===== config.mk =====
export PLATFORM = sky130hd
export DESIGN_NAME = spi_rom_line_fetcher
export DESIGN_NICKNAME = d
export VERILOG_FILES = /design/src/rtl/spi_rom_line_fetcher.sv
export SDC_FILE = /design/constraint.sdc
export NUM_CORES = 1
export LEC_CHECK = 0
export CAP_MARGIN = 20
export CORE_UTILIZATION = 42
export CTS_CLUSTER_DIAMETER = 40
export CTS_CLUSTER_SIZE = 14
export DETAILED_ROUTE_END_ITERATION = 7
export SLEW_MARGIN = 20
export SYNTH_ARGS = -nofsm -noshare
export SYNTH_HDL_FRONTEND = slang
export SYNTH_SLANG_ARGS = --single-unit
export TNS_END_PERCENT = 100

===== constraint.sdc =====
create_clock -name clk -period 4.2 [get_ports clk]
set_input_delay 0.63 -clock clk [delete_from_list [all_inputs] [get_ports clk]]
set_output_delay 0.63 -clock clk [all_outputs]
set_load 0.05 [all_outputs]

===== src/rtl/spi_rom_line_fetcher.sv =====
// SPI flash line fetcher: READ burst into a back buffer, swapped to a front buffer for the pixel shifter.
// FAST_READ_EN selects FAST READ (0Bh) with 8 dummy bits instead of CMD_READ.
module spi_rom_line_fetcher #(
  parameter int         ADDR_BITS = 24,
  parameter int         DATA_BITS = 128,
  parameter logic [7:0] CMD_READ  = 8'h03
) (
  input  logic                 clk,
  input  logic                 reset,
  input  logic                 start,
  input  logic [ADDR_BITS-1:0] addr,
  input  logic                 abort,
  output logic                 busy,
  output logic                 done,
  input  logic                 pix_shift,
  output logic                 pix_bit,
  output logic                 spi_cs,
  output logic                 spi_sclk,
  output logic                 spi_mosi,
  input  logic                 spi_miso
);

`ifdef FAST_READ_EN
  localparam logic [7:0] CMD_BYTE   = 8'h0B;
  localparam int         DUMMY_BITS = 8;
`else
  localparam logic [7:0] CMD_BYTE   = CMD_READ;
  localparam int         DUMMY_BITS = 0;
`endif

  localparam int N     = 8 + ADDR_BITS + DUMMY_BITS + DATA_BITS;
  localparam int CNT_W = $clog2(N + 1);
  localparam int TX_W  = 8 + ADDR_BITS;

  localparam logic [CNT_W-1:0] LAST_CMD   = CNT_W'(7);
  localparam logic [CNT_W-1:0] LAST_ADDR  = CNT_W'(8 + ADDR_BITS - 1);
  localparam logic [CNT_W-1:0] LAST_DUMMY = CNT_W'(8 + ADDR_BITS + DUMMY_BITS - 1);
  localparam logic [CNT_W-1:0] LAST_DATA  = CNT_W'(N - 1);

  typedef enum logic [2:0] {S_IDLE, S_CMD, S_ADDR, S_DUMMY, S_DATA} state_t;

  state_t                 r_state;
  state_t                 w_state_nxt;
  logic                   r_busy;
  logic                   r_done;
  logic                   r_cs;
  logic                   r_sclk;
  logic                   r_mosi;
  logic [TX_W-1:0]        r_tx;
  logic [CNT_W-1:0]       r_bit_cnt;
  logic [DATA_BITS-1:0]   r_front;
  logic [DATA_BITS-1:0]   r_back;

  logic                   w_accept;
  logic                   w_abort;
  logic                   w_bit_end;
  logic                   w_final;
  logic [DATA_BITS-1:0]   w_back_shifted;

  assign w_accept       = start && !r_busy;
  assign w_abort        = abort && r_busy;
  // A bit completes on the edge that drops sclk; that is also the MISO sample point.
  assign w_bit_end      = r_busy && r_sclk;
  assign w_final        = w_bit_end && (r_state == S_DATA) && (r_bit_cnt == LAST_DATA) && !abort;
  assign w_back_shifted = {r_back[DATA_BITS-2:0], spi_miso};

  always_ff @(posedge clk) begin
    if (!reset) begin
      r_state <= S_IDLE;
    end else begin
      r_state <= w_state_nxt;
    end
  end

  always_comb begin
    w_state_nxt = r_state;
    if (w_abort) begin
      w_state_nxt = S_IDLE;
    end else begin
      case (r_state)
        S_IDLE:  if (w_accept) w_state_nxt = S_CMD;
        S_CMD:   if (w_bit_end && r_bit_cnt == LAST_CMD) w_state_nxt = S_ADDR;
`ifdef FAST_READ_EN
        S_ADDR:  if (w_bit_end && r_bit_cnt == LAST_ADDR) w_state_nxt = S_DUMMY;
`else
        S_ADDR:  if (w_bit_end && r_bit_cnt == LAST_ADDR) w_state_nxt = S_DATA;
`endif
        S_DUMMY: if (w_bit_end && r_bit_cnt == LAST_DUMMY) w_state_nxt = S_DATA;
        S_DATA:  if (w_bit_end && r_bit_cnt == LAST_DATA) w_state_nxt = S_IDLE;
        default: w_state_nxt = S_IDLE;
      endcase
    end
  end

  always_ff @(posedge clk) begin
    if (!reset) begin
      r_busy    <= 1'b0;
      r_done    <= 1'b0;
      r_cs      <= 1'b0;
      r_sclk    <= 1'b0;
      r_mosi    <= 1'b0;
      r_tx      <= '0;
      r_bit_cnt <= '0;
      r_back    <= '0;
    end else begin
      r_done <= 1'b0;
      if (w_abort) begin
        r_busy <= 1'b0;
        r_cs   <= 1'b0;
        r_sclk <= 1'b0;
        r_mosi <= 1'b0;
        r_back <= '0;
      end else if (w_accept) begin
        r_busy    <= 1'b1;
        r_cs      <= 1'b1;
        r_sclk    <= 1'b0;
        r_mosi    <= CMD_BYTE[7];
        r_tx      <= {CMD_BYTE[6:0], addr, 1'b0};
        r_bit_cnt <= '0;
        r_back    <= '0;
      end else if (r_busy) begin
        if (!r_sclk) begin
          r_sclk <= 1'b1;
        end else begin
          // Once command and address drain, zeros shift out for dummy and data bits.
          r_sclk    <= 1'b0;
          r_mosi    <= r_tx[TX_W-1];
          r_tx      <= {r_tx[TX_W-2:0], 1'b0};
          r_bit_cnt <= r_bit_cnt + CNT_W'(1);
          if (r_state == S_DATA) begin
            if (r_bit_cnt == LAST_DATA) begin
              r_busy <= 1'b0;
              r_cs   <= 1'b0;
              r_mosi <= 1'b0;
              r_done <= 1'b1;
              r_back <= '0;
            end else begin
              r_back <= w_back_shifted;
            end
          end
        end
      end
    end
  end

  always_ff @(posedge clk) begin
    if (!reset) begin
      r_front <= '0;
    end else if (w_final) begin
      r_front <= w_back_shifted;
    end else if (pix_shift) begin
      r_front <= {r_front[DATA_BITS-2:0], 1'b0};
    end
  end

  assign busy     = r_busy;
  assign done     = r_done;
  assign spi_cs   = r_cs;
  assign spi_sclk = r_sclk;
  assign spi_mosi = r_mosi;
  assign pix_bit  = r_front[DATA_BITS-1];

endmodule

# == Word-level counts from Yosys, hierarchy flattened ==
# Cells that the tools add are included.
# Widths: inputs -> output; s select.
# word_totals
n_memories,0
latchBits,0
elab_cells,81
romBits,0
reg_bits,303
out_inout_bits,6
ram_bits,0
in_bits,30
# classes
bitwise,5
order_cmp,0
n_addsub,1
div,0
mux,28
eq_ne,11
multipliers,0
reduce_logical,26
shift,0
# ops
cell,n
$mux 128,2
$mux 127,1
$mux 32,3
$mux 8,3
$mux 1,14
$mux 3,4
$pmux 3 s4,1
$reduce_bool 2->1,5
$logic_and 1x1->1,9
$add 8x1->8 const B,1
$eq 8x3->1 const B,1
$eq 8x5->1 const B,1
$eq 8x8->1 const B,1
$reduce_and 4->1,2
$eq 3x2->1 const B,2
$ne 2x2->1 const B,3
$reduce_and 3->1,2
$reduce_or 6->1,1
$not 1->1,5
$reduce_or 2->1,2
$eq 3x1->1 const B,1
$eq 3x3->1 const B,1
$logic_not 3->1,1
$reduce_or 3->1,1
other kinds (3),4

# == Longest topological paths before layout ==
# depth
word_depth,6
depth_mapped,7

# == Worst setup path after synthesis ==
# No wires, ideal clock.
# synth_path
path_type,reg-to-reg
from,"register r_busy, in the netlist busy"
to,register r_back[43]
slack_ps,2281
n_path_buf,4
setup_ps,117
path_stages_with_launch,8
t_arrival_ps,1802
cell_sequence,dfxtp_1 -> buf_2 -> and2_1 -> a211oi_1 -> buf_2 -> buf_2 -> buf_2 -> a32o_1
# synth_via
elab_chain_cells,3
word_cells_on_any_way,5
classes_between,5 x reduce/logical
# synth_lines
item,line,source
"start, declared",44,logic r_busy;
"start signal, assigned",97,r_busy <= 1'b0;
"start signal, assigned",108,r_busy <= 1'b0;
"start signal, assigned",114,r_busy <= 1'b1;
$logic_not 1->1,60,assign w_accept = start && !r_busy;
$logic_and 1x1->1,60,
$reduce_or 3->1 (no source line),--,
"end signal, assigned",138,r_back <= w_back_shifted;
"end, declared",52,logic [DATA_BITS-1:0] r_back;
# Parallel ways exist; a longest one is shown, timed or not.
# A chain may end at the register's enable or synchronous reset.

# == Worst setup path after layout ==
# layout_path
from,"register r_busy, in the netlist busy"
to,output port busy
# layout_lines
item,line,source
"end, declared",13,"output logic busy,"
# No word-level cell between the ends.

==> results.py <==
metrics = {
    "outcome": {
        "status": "complete, no violations",
    },
    "clocking": {
        "cts_resized": 0,
        "ctsHoldBuffers": 0,
        "cts_setup_buffers": 0,
        "cts.sinks": 302,
        "cts.clk_slew.worst_paths_ps": 50,
        "h-tree-depth": 2,
        "clk_latency_ps": 520,
        "cts_root_buf": "clkbuf_16",
        "cts_tree": "done",
        "clock_path_buffers": 3,
        "numCtsBuffers": 42,
    },
    "worst_setup_path": {
        "cp-end-kind": "primary output",
        "r2r_cells": 5,
        "critPathSlowestCell": "clkdlybuf4s50_1",
        "worstPathMaxFanout": 12,
        "r2r-end": "r_front[122]",
        "cp.arrival_ps": 2030,
        "r2r_setup_slack_ps": 1880,
        "cp_num_buf_inv": 1,
        "worstSetupPathType": "reg2out",
        "start_kind": "flop",
        "critPathMaxStageDelay_ps": 920,
        "cp_top_family": "buffers and inverters",
        "worstPathRequired_ps": 3570,
        "path_cells": "clkdlybuf4s50_1",
        "r2r_start": "r_bit_cnt[0]",
    },
    "timing": {
        "tns_ps": 0,
        "finClkSkew_ps": 15.0,
        "finalHoldViolCount": 0,
        "hold_slack_ps": 449,
        "clock.fmax_mhz": 376,
        "min_period_over_period_pct": 63.4,
        "setup_viol": 0,
        "max_slew_margin_pct": 23.2,
        "worst_pin_slew_ps": 1150,
        "report.final.slew_viol_count": 0,
        "rsz0062_at_grt": "no",
        "period_minus_slack_ps": 2660,
    },
    "routing": {
        "num_vias": 8830,
        "wl_per_cell_um": 14.3,
        "viasPerCell": 5.45,
        "post-route-drc-count": 0,
        "drt-total-wl_mm": 23.1,
        "dr.pass1.iters": 5,
        "ant_nets": 0,
        "drt-initial-drc-count": 555,
    },
    "run": {
        "maxCapViolations": 0,
    },
    "pwr": {
        "ir_drop_mv": 0.374,
        "sw_frac_of_total_pct": 21.9,
        "p_leak_uw": 0.00490,
        "powerDensity_nw_per_um2": 458,
        "p_int_uw": 5200,
        "power.share.sequential_pct": 43.5,
        "power.clock.fraction_pct": 53.1,
        "power.switching_uw": 1460,
        "power_frac_comb_pct": 3.4,
    },
    "yosys": {
        "synthCells": 1228,
        "synth_largest_area_cell": "dfxtp_1",
        "synth_cell_types": 42,
        "syn_area_sq_um": 12800,
        "avgSynthCellArea_sq_um": 10.4,
        "synthTopCellsByArea": "dfxtp_1 47%, mux2_2 11%, mux2i_1 10%",
        "yosys_warnings": 0,
        "ys_seq_elements": 302,
        "yosysSeqAreaShare_pct": 47.3,
        "synth.net_count": 1259,
        "yosys.area.top_type_share_pct": 47.3,
    },
    "die": {
        "die_x_um": 176,
        "fp-row-count": 63,
        "start_util_pct": 42.9,
        "ios": 36,
        "core_sq_um": 29800,
        "fp.dieArea_sq_um": 31100,
        "dieHeight_um": 176,
    },
    "finish": {
        "finalNetCount": 1230,
        "fill_cells": 2763,
        "ff_latch_area_sq_um": 6050,
        "area_growth_pct": 13.8,
        "antenna_cells": 0,
        "multiInputGateArea_sq_um": 6060,
        "drive_above_1_share_pct": 18.0,
    },
    "grt": {
        "grt_pass1_vias": 8678,
        "gr-total-overflow": 0,
        "grt_start_max_net_pins": 257,
        "grt_pass1_wl_mm": 40.7,
        "antenna_found_initial": 0,
        "track_usage_pct": 15.3,
    },
    "placed_design": {
        "gp_congestion": 0.694,
        "portBuffers": 35,
        "dp_hpwl_mm": 11.9,
    },
    "min_path": {
        "worstHoldPathType": "reg2reg",
        "min_path_cells": 2,
        "min-delay-start": "r_tx[29]",
        "min_to": "r_tx[30]",
    },
}
[flip-flops by register name, indices dropped and copies added (netlist names), 3 cells and up]
name and count:
r_front 128, r_state 3, r_tx 31, r_bit_cnt 8, r_back 127
[metrics by stage]
step / setup slack, ps / cells / total power, uW / instance area, sq um / utilization, %
finish: 1540 / 1621 / 6660 / 14600 / 48.8
detailed placement: 1550 / 1545 / 3180 / 13100 / 44.0
global placement: 1560 / 1545 / 3180 / 13100 / 44.0
CTS: 1510 / 1621 / 6770 / 14600 / 48.8
floorplan: 2280 / 1228 / 3120 / 12800 / -
global route: 1450 / 1621 / 6910 / 14600 / 48.8
[cell families (layout without fill, tap and decap cells)]
kind of cell / count (synthesis) / after routing / share of synthesized area [%]
and+or+nand+nor: 345 / 345 / 11.4
buffers and inverters: 121 / 124 / 5.54
DFF: 302 / 302 / 47.3
adders and majority gates: 1 / 1 / 0.0979
xor gates and xnor gates: 2 / 2 / 0.137
muxes: 261 / 261 / 21.7
AOI/OAI and AO/OA: 196 / 196 / 13.9
[how the worst max path moves through the flow]
| stage | start | to | slack (ps) | depth (start not counted) |
|---|---|---|---|---|
| finish | busy | busy | 1540 | 1 |
| floorplan | busy | r_back[43] | 2280 | 7 |
| global route | busy | busy | 1450 | 1 |
| detailed placement | abort | r_bit_cnt[0] | 1550 | 5 |
| CTS | busy | busy | 1510 | 1 |
| global placement | abort | r_bit_cnt[0] | 1560 | 5 |
[layout make-up]
class,count,area share [%]
Timing Repair Buffer,47,3.55
Multi-Input combinational cell,805,41.7
Clock inverter,24,1.83
Inverter,1,0.0258
Sequential cell,302,41.5
Clock buffer,52,8.03
Tap cell,390,3.35
[routing by layer]
layer,vias up,GRT usage [%],share of wire (%)
met2,100,26.2,46
met5,-,0,0
met4,0,4.63,2.0
met3,35,2.82,3.4
met1,4280,19.3,48
li1,4415,-,-
[Yosys cell counts]
cell type	number
o2111ai_1	1
o22ai_1	1
nand4bb_1	1
or4b_1	1
nor3_1	4
or3b_1	1
buf_4	3
nand2_1	272
a22oi_1	23
or3_1	2
nor4bb_1	1
nand3_1	35
nor4_2	1
a21bo_2	1
buf_6	28
and2_1	1
buf_1	7
o21ai_0	2
a2111oi_0	1
nor2b_1	3
or2_2	1
o21bai_1	1
a211oi_1	3
a32o_1	127
nor4_1	3
xnor2_1	2
nor2_1	5
dfxtp_1	302
inv_1	1
o31ai_1	1
buf_2	26
mux2_2	127
a21oi_1	7
clkbuf_1	56
and3b_1	1
ha_1	1
a21boi_0	27
nor3b_1	3
nand2b_1	2
nand3b_1	8
o221a_2	1
mux2i_1	134
[tightest hold or removal path, cell delays in order (launching register included)]
cell     delay [ps]
dfxtp_1         300
nand2_1          50
a21oi_1          50
[power by group through the flow]
| stage | Clock (uW) | Sequential (uW) | Combinational (uW) |
|---|---|---|---|
| CTS | 3650 | 2900 | 227 |
| global placement | 0 | 2960 | 225 |
| global route | 3770 | 2900 | 246 |
| floorplan | 0 | 2960 | 154 |
| finish | 3540 | 2900 | 224 |
| detailed placement | 0 | 2960 | 226 |
[layout by cell type, fill, tap and decap left out, drive strengths merged, types with 2 or more instances in the layout]
master and instances:
buf 13, mux2i 134, nor3 4, xnor2 2, a22oi 23, nor2 5, a32o 127, nand2b 2
nand2 272, a211oi 3, nand3 35, mux2 127, nor2b 3, or3 2, clkbuf 53, nor4 4
nand3b 8, dfxtp 302, clkinvlp 5, nor3b 3, inv 6, a21boi 27, a21oi 7, o21ai 2
clkinv 10, bufinv 4, clkdlybuf4s50 33
(Power assumes the default switching activity.)
